File: config.mk
export PLATFORM = sky130hd
export DESIGN_NAME = shift_add_mult_ctrl
export DESIGN_NICKNAME = d
export VERILOG_FILES = /design/src/rtl/shift_add_mult_ctrl_pkg.sv /design/src/rtl/shift_add_mult_ctrl_iter_counter.sv /design/src/rtl/shift_add_mult_ctrl.sv
export SDC_FILE = /design/constraint.sdc
export NUM_CORES = 1
export LEC_CHECK = 0
export CAP_MARGIN = 30
export CORE_AREA = 2 2 39 41
export CTS_CLUSTER_DIAMETER = 30
export DETAILED_ROUTE_END_ITERATION = 8
export DIE_AREA = 0 0 41 43
export GPL_TIMING_DRIVEN = 0
export PLACE_DENSITY_LB_ADDON = 0.2
export SLEW_MARGIN = 10
export SYNTH_ARGS = -nofsm -noshare
export SYNTH_HDL_FRONTEND = slang
export SYNTH_SLANG_ARGS = --single-unit
export TNS_END_PERCENT = 100
File: constraint.sdc
create_clock -name Clk -period 1.6 [get_ports Clk]
set_clock_uncertainty 0.1 [all_clocks]
set_input_delay 0.32 -clock Clk [delete_from_list [all_inputs] [get_ports Clk]]
set_output_delay 0.32 -clock Clk [all_outputs]
set_load 0.05 [all_outputs]
File: src/rtl/shift_add_mult_ctrl_pkg.sv
// Shared types and helpers for the shift-add multiplier controller.
// State encoding is fixed so that unused codes (6, 7) are recognisable as illegal.
package mult_ctrl_pkg;

  typedef enum logic [2:0] {
    HALT  = 3'd0,
    LOAD  = 3'd1,
    START = 3'd2,
    ADD   = 3'd3,
    SHIFT = 3'd4,
    DONE  = 3'd5
  } ctrl_state_t;

  // Width of the iteration index; a 1-bit floor keeps WIDTH=2 legal.
  function automatic int cnt_w(input int width);
    return (width < 3) ? 1 : $clog2(width);
  endfunction

endpackage

File: src/rtl/shift_add_mult_ctrl_iter_counter.sv
// Iteration index for the multiplier sequence: synchronous clear, saturating increment,
// and a terminal-count flag when the index reaches WIDTH-1.
module iter_counter
  import mult_ctrl_pkg::*;
#(
  parameter int WIDTH = 8
) (
  input  logic                    Clk,
  input  logic                    Reset,
  input  logic                    i_clr,
  input  logic                    i_inc,
  output logic [cnt_w(WIDTH)-1:0] o_count,
  output logic                    o_last
);

  localparam int              CNT_W = cnt_w(WIDTH);
  localparam logic [CNT_W-1:0] LAST = CNT_W'(WIDTH - 1);

  logic [CNT_W-1:0] r_count;
  logic             w_last;

  assign w_last = (r_count == LAST);

  // Saturates at LAST so the index never wraps even if inc is held.
  always_ff @(posedge Clk) begin
    if (Reset || i_clr) begin
      r_count <= '0;
    end else if (i_inc && !w_last) begin
      r_count <= r_count + CNT_W'(1);
    end
  end

  assign o_count = r_count;
  assign o_last  = w_last;

endmodule

File: src/rtl/shift_add_mult_ctrl.sv
// Control FSM for the shift-add multiplier: load, clear, WIDTH add/sub+shift steps, done handshake.
//  state | meaning
//  HALT  | idle, all outputs low; Run starts a job, ClearA_LoadB loads B
//  LOAD  | one-cycle Clr_Ld pulse, back to HALT
//  START | clear A/X, reset iteration index
//  ADD   | add (or subtract on the signed last step) when M=1, idle slot when M=0
//  SHIFT | shift X:A:B right, advance index or finish
//  DONE  | result valid; held until Run drops
module shift_add_mult_ctrl
  import mult_ctrl_pkg::*;
#(
  parameter int WIDTH = 8
) (
  input  logic                    Clk,
  input  logic                    Reset,
  input  logic                    Run,
  input  logic                    ClearA_LoadB,
  input  logic                    Signed_Mode,
  input  logic                    M,
  output logic                    Clr_Ld,
  output logic                    ClearA,
  output logic                    Add,
  output logic                    Sub,
  output logic                    Shift,
  output logic                    Ext_Sign,
  output logic                    Busy,
  output logic                    Done,
  output logic [cnt_w(WIDTH)-1:0] Count
);

  ctrl_state_t r_state;
  ctrl_state_t w_next_state;
  logic        r_ext_sign;
  logic        w_ext_sign_next;
  logic        w_cnt_clr;
  logic        w_cnt_inc;
  logic        w_last;

  iter_counter #(
    .WIDTH (WIDTH)
  ) u_iter_counter (
    .Clk     (Clk),
    .Reset   (Reset),
    .i_clr   (w_cnt_clr),
    .i_inc   (w_cnt_inc),
    .o_count (Count),
    .o_last  (w_last)
  );

  always_ff @(posedge Clk) begin
    if (Reset) begin
      r_state    <= HALT;
      r_ext_sign <= 1'b0;
    end else begin
      r_state    <= w_next_state;
      r_ext_sign <= w_ext_sign_next;
    end
  end

  // Mode is captured only on the HALT->START edge and dropped on return to HALT.
  always_comb begin
    w_next_state    = r_state;
    w_ext_sign_next = r_ext_sign;
    w_cnt_clr       = 1'b0;
    w_cnt_inc       = 1'b0;
    case (r_state)
      HALT: begin
        if (Run) begin
          w_next_state    = START;
          w_ext_sign_next = Signed_Mode;
        end else if (ClearA_LoadB) begin
          w_next_state = LOAD;
        end
      end
      LOAD: begin
        w_next_state = HALT;
      end
      START: begin
        w_cnt_clr    = 1'b1;
        w_next_state = ADD;
      end
      ADD: begin
        w_next_state = SHIFT;
      end
      SHIFT: begin
        if (w_last) begin
          w_next_state = DONE;
        end else begin
          w_cnt_inc    = 1'b1;
          w_next_state = ADD;
        end
      end
      DONE: begin
        if (!Run) begin
          w_next_state    = HALT;
          w_ext_sign_next = 1'b0;
          w_cnt_clr       = 1'b1;
        end
      end
      default: begin
        w_next_state    = HALT;
        w_ext_sign_next = 1'b0;
        w_cnt_clr       = 1'b1;
      end
    endcase
  end

  always_comb begin
    Clr_Ld = 1'b0;
    ClearA = 1'b0;
    Add    = 1'b0;
    Sub    = 1'b0;
    Shift  = 1'b0;
    Busy   = 1'b0;
    Done   = 1'b0;
    case (r_state)
      LOAD: begin
        Clr_Ld = 1'b1;
      end
      START: begin
        ClearA = 1'b1;
        Busy   = 1'b1;
      end
      ADD: begin
        Busy = 1'b1;
        if (M) begin
          if (w_last && r_ext_sign) begin
            Sub = 1'b1;
          end else begin
            Add = 1'b1;
          end
        end
      end
      SHIFT: begin
        Shift = 1'b1;
        Busy  = 1'b1;
      end
      DONE: begin
        Done = 1'b1;
      end
      default: begin
      end
    endcase
  end

  assign Ext_Sign = r_ext_sign;

endmodule
; After elaboration in Yosys (flattened, before gate mapping)
; Cells that the tools add are included.
[classes]
eq_ne = 9
n_reduce_logical = 10
addsub = 1
muxes = 23
n_bitwise = 1
[ops]
columns = operator, n
row1 = $mux 1, 16
row2 = $pmux 3 s5, 1
row3 = $mux 3, 4
row4 = $eq 3x3->1 const B, 3
row5 = $reduce_or 4->1, 2
row6 = $eq 3x2->1 const B, 2
row7 = $ne 2x2->1 const B, 2
row8 = $add 3x1->3 const B, 1
row9 = $eq 3x1->1 const B, 1
row10 = $logic_not 3->1, 1
row11 = $ne 3x3->1 const B, 1
row12 = $pmux 1 s3, 1
row13 = $reduce_and 3->1, 1
row14 = $reduce_or 3->1, 1
row15 = $logic_and 1x1->1, 2
row16 = $pmux 1 s2, 1
row17 = $reduce_and 2->1, 1
row18 = $logic_not 1->1, 1
row19 = $logic_or 1x1->1, 1
row20 = $not 1->1, 1
[word_totals]
output_inout_bits = 11
in_bits = 6
register_bits = 7
word_cells = 47

; Depth between registers and ports, before layout
[depth]
word_depth = 5
depth_mapped = 5
ltp_nobuf = 5

; Hierarchy
; Synthesis repeated with hierarchy kept, for this count alone.
[hier_totals]
cells_unflattened = 51
area_unflattened_um2 = 457.9
[modules_own_cells]
columns = mod, area_per_inst_um2, cells_per_inst, instances, seq_area_each_um2
row1 = shift_add_mult_ctrl, 315.3, 39, 1, 80.1
row2 = iter_counter, 142.6, 12, 1, 60.1

; Worst setup path before layout
; OpenSTA, ideal clock, no wires.
[synth_path]
kind = flip-flop to output port
start = reg u_iter_counter.r_count[0] (netlist: u_iter_counter.o_count[0])
end = out Sub
t_arrival_ps = 1873
stages_incl_launch_ff = 5
path_buffers = 0
setup_slack_ps = -693
cell_sequence = dfxtp_1 > ha_1 > ha_1 > nand2_1 > nor2_1
[synth_via]
elab_chain_cells = 5
[synth_lines]
columns = element, line
row1 = from (decl), shift_add_mult_ctrl_iter_counter.sv:19  ; logic [CNT_W-1:0] r_count;
row2 = from (signal assigned), shift_add_mult_ctrl_iter_counter.sv:29  ; r_count <= r_count + CNT_W'(1);
row3 = $eq 3x3->1, shift_add_mult_ctrl_iter_counter.sv:22  ; assign w_last = (r_count == LAST);
row4 = $logic_and 1x1->1, shift_add_mult_ctrl.sv:127  ; if (w_last && r_ext_sign) begin
row5 = $mux 1, shift_add_mult_ctrl.sv:127
row6 = $mux 1, shift_add_mult_ctrl.sv:126  ; if (M) begin
row7 = $mux 1, shift_add_mult_ctrl.sv:116  ; case (r_state)
row8 = to (decl), shift_add_mult_ctrl.sv:23  ; output logic Sub,
; Every way passes these cells.

; Worst setup path in the final report
[layout_path]
start = reg u_iter_counter.r_count[1] (netlist: u_iter_counter.o_count[1])
end = out Add
[layout_via]
elab_chain_cells = 5
[layout_lines]
columns = element, line
row1 = $eq 3x3->1, shift_add_mult_ctrl_iter_counter.sv:22
row2 = $logic_and 1x1->1, shift_add_mult_ctrl.sv:127
row3 = $mux 1, shift_add_mult_ctrl.sv:127
row4 = $mux 1, shift_add_mult_ctrl.sv:126
row5 = $mux 1, shift_add_mult_ctrl.sv:116
row6 = to (decl), shift_add_mult_ctrl.sv:22  ; output logic Add,
; Every way passes these cells.

==> results_dict.tcl <==
set metrics [dict create \
    syn_to_final_growth_pct 107 \
    cts_sinks 7 \
    status "complete, but fails checks" \
    rows 14 \
    fin_crit_ns 1.68 \
    antenna_left 0 \
    die_w_um 41 \
    globalRouteTotalUtil 0.172 \
    h-tree-depth 1 \
    path_clk_slew_ns 0.05 \
    grt_setup_unrepaired "true" \
    r2r-start "u_iter_counter.o_count[1]$_SDFFE_PP0P_" \
    ys_ff_latch 7 \
    seq_area_frac_synth 0.309 \
    grt_pass1_vias 471 \
    io_pins 17 \
    hold_buffers 0 \
    worst_setup_path_start_kind "register" \
    fmax_mhz 597 \
    critPathMaxStageDelay_ns 0.35 \
    ys_warn_count 0 \
    place_congestion 0.717 \
    rr_worst_depth 6 \
    drt_iter0_markers 0 \
    die_area_mm2 0.00176 \
    numPortBuffers 16 \
    synthDistinctLibCells 23 \
    crit_chain "ha_4 > ha_4 > a21oi_4 > buf_6" \
    grt-ovfl-total 0 \
    fin_setup_tns_ns -0.125 \
    insertion_delay_ns 0.25 \
    timing.rr.end "u_iter_counter.o_count[0]$_SDFFE_PP0P_" \
    cts_max_path_buffers 2 \
    antenna_found_initial 0 \
    nNetsFinal 92 \
    setup_ws_ns -0.0757 \
    firstDrtPassIters 1 \
    hold_viol 0 \
    grt_pass1_wl_um 2060 \
    tightest_slew_ns 0.492 \
    crit_path_max_fanout 3 \
    worst_setup_path_end_kind "output port" \
    p_leak_uw 0.000365 \
    drv_cap 0 \
    die_height_um 43 \
    slew_viol_final 0 \
    p_total_uw 557 \
    cts_buffers 3 \
    critical-path-slowest-cell "dfxtp_4" \
    fin_cells 98 \
    vias_per_cell 4.93 \
    syn_nets 60 \
    dp.cells 83 \
    power_density_mw_per_mm2 593 \
    vdd_drop_max_uv 376 \
    finalCritPeriodShare 1.05 \
    wire_per_inst_um 12.5 \
    crit_arrival_ns 1.26 \
    grt_max_degree 8 \
    utilization 0.678 \
    crit_end "Add" \
    cp-startpoint "u_iter_counter.o_count[1]$_SDFFE_PP0P_" \
    min_path_type "reg2reg" \
    setup-violations-final 2 \
    netlist_instances 51 \
    core_mm2 0.00138 \
    violations "setup timing" \
    tritoncts "built" \
    path_class "reg2out" \
    via_count 483 \
    syn_area_per_cell_um2 8.91 \
    clk_root_buffer_cell "clkbuf_4" \
    wirelength_um 1220 \
    cp.required_ns 1.18 \
    drive_above_1_share 0.610 \
    start_util 0.328 \
    antennaDiodeCount 0 \
    syn_area_um2 454 \
    slew_headroom 0.674 \
    cp_common_cell "ha_4" \
    pre_cts_slack_ns -0.764 \
    drcViolationCount 0 \
    dp.final_hpwl_um 790 \
    rrSetupSlack_ns 0.02 \
]
-- area by class of cell --
class / instances / area, um2
plain buffers: 1 / 11.3
fillers: 107 / 445
well taps: 16 / 20.0
repair buffers: 29 / 292
flip-flops and latches: 7 / 160
inverters: 2 / 7.51
multi-input cells: 39 / 422
clock buffers: 4 / 26.3
-- Yosys cell counts --
library cell	count	share of area
o21ai_0	3	0.033
buf_6	1	0.025
nand2b_1	2	0.028
nor2_1	6	0.050
a21boi_0	1	0.017
dfxtp_1	7	0.31
nand2_1	1	0.0083
nor3_2	1	0.022
or2b_1	1	0.017
nor4b_4	1	0.052
inv_1	2	0.017
nor2b_1	2	0.028
clkbuf_1	1	0.0083
ha_1	3	0.083
nor4b_2	1	0.033
mux2i_1	4	0.088
nand3_1	2	0.022
a2bb2oi_1	2	0.039
a21oi_1	2	0.022
o31ai_1	1	0.017
buf_2	1	0.011
nor3_1	5	0.055
xnor2_1	1	0.019
-- state kept, by name (all words and copies together) (netlist names) --
name / flops
Ext_Sign: 1
r_state: 3
u_iter_counter.o_count: 3
-- stage by stage --
stage / hold WS [ns] / cell area [um2]
after floorplan: 0.280 / 553
after global placement: 0.447 / 733
after detailed placement: 0.455 / 733
after CTS: 0.467 / 927
after global routing: 0.488 / 938
final: 0.470 / 938
-- how the worst min path moves through the flow --
stage	start	endpoint	slack, ns	depth (start not counted)
6_report	u_iter_counter.o_count[2]$_SDFFE_PP0P_	u_iter_counter.o_count[2]$_SDFFE_PP0P_	0.47	2
5_1_grt	u_iter_counter.o_count[1]$_SDFFE_PP0P_	u_iter_counter.o_count[1]$_SDFFE_PP0P_	0.49	2
4_1_cts	u_iter_counter.o_count[2]$_SDFFE_PP0P_	u_iter_counter.o_count[2]$_SDFFE_PP0P_	0.47	2
3_5_place_dp	u_iter_counter.o_count[2]$_SDFFE_PP0P_	u_iter_counter.o_count[2]$_SDFFE_PP0P_	0.45	2
3_3_place_gp	u_iter_counter.o_count[1]$_SDFFE_PP0P_	u_iter_counter.o_count[1]$_SDFFE_PP0P_	0.45	2
2_1_floorplan	Reset	u_iter_counter.o_count[0]$_SDFFE_PP0P_	0.28	1
-- cells by family (layout without fill, tap and decap cells) --
family	after synthesis	after routing	synth area share
DFF	7	7	0.309
and+or+nand+nor	22	22	0.314
buffers and inverters	5	36	0.0606
muxes	4	4	0.0882
AOI/OAI and AO/OA	9	9	0.127
adders and majority gates	3	3	0.0827
xor gates and xnor gates	1	1	0.0193
-- cells in the final DEF, fill, tap and decap left out, types with 2 or more instances in the layout --
master	n
clkdlybuf4s15_2	2
nor2_1	2
clkbuf_4	3
ha_4	2
buf_6	9
nor3_1	4
dfxtp_4	5
mux2i_1	4
nor2_4	4
a2bb2oi_1	2
buf_4	10
inv_1	2
clkdlybuf4s50_1	5
o21ai_0	2
-- layer usage --
| metal | routed length (um) | track usage | share of wire |
|---|---|---|---|
| met1 | 465 | 0.206 | 0.38 |
| met2 | 699 | 0.297 | 0.57 |
| met3 | 56 | 0.0157 | 0.046 |
| met4 | 0 | 0.0600 | 0 |
| met5 | 0 | 0 | 0 |
-- critical path: cells and delay by family, from the launching register on --
| kind | cells | cell delay (ns) |
|---|---|---|
| AO/OA/AOI/OAI | 1 | 0.14 |
| adder cells (fa/ha/maj) | 2 | 0.35 |
| buffers and inverters | 1 | 0.17 |
| flip-flops | 1 | 0.35 |
-- report_power, final --
group	switching, uW	internal, uW	total, uW
Combinational	108	98.3	206
Sequential	12.6	178	191
Clock	64.4	95.1	160
-- repair_timing --
| action | in CTS | in global routing |
|---|---|---|
| resized for setup | 74 | 8 |
| buffers inserted | 11 | 3 |
| pin swaps | 6 | 4 |
| setup endpoints to repair | 13 | 11 |
| gates cloned | 0 | 0 |
Power figures use the tool's default switching activity.
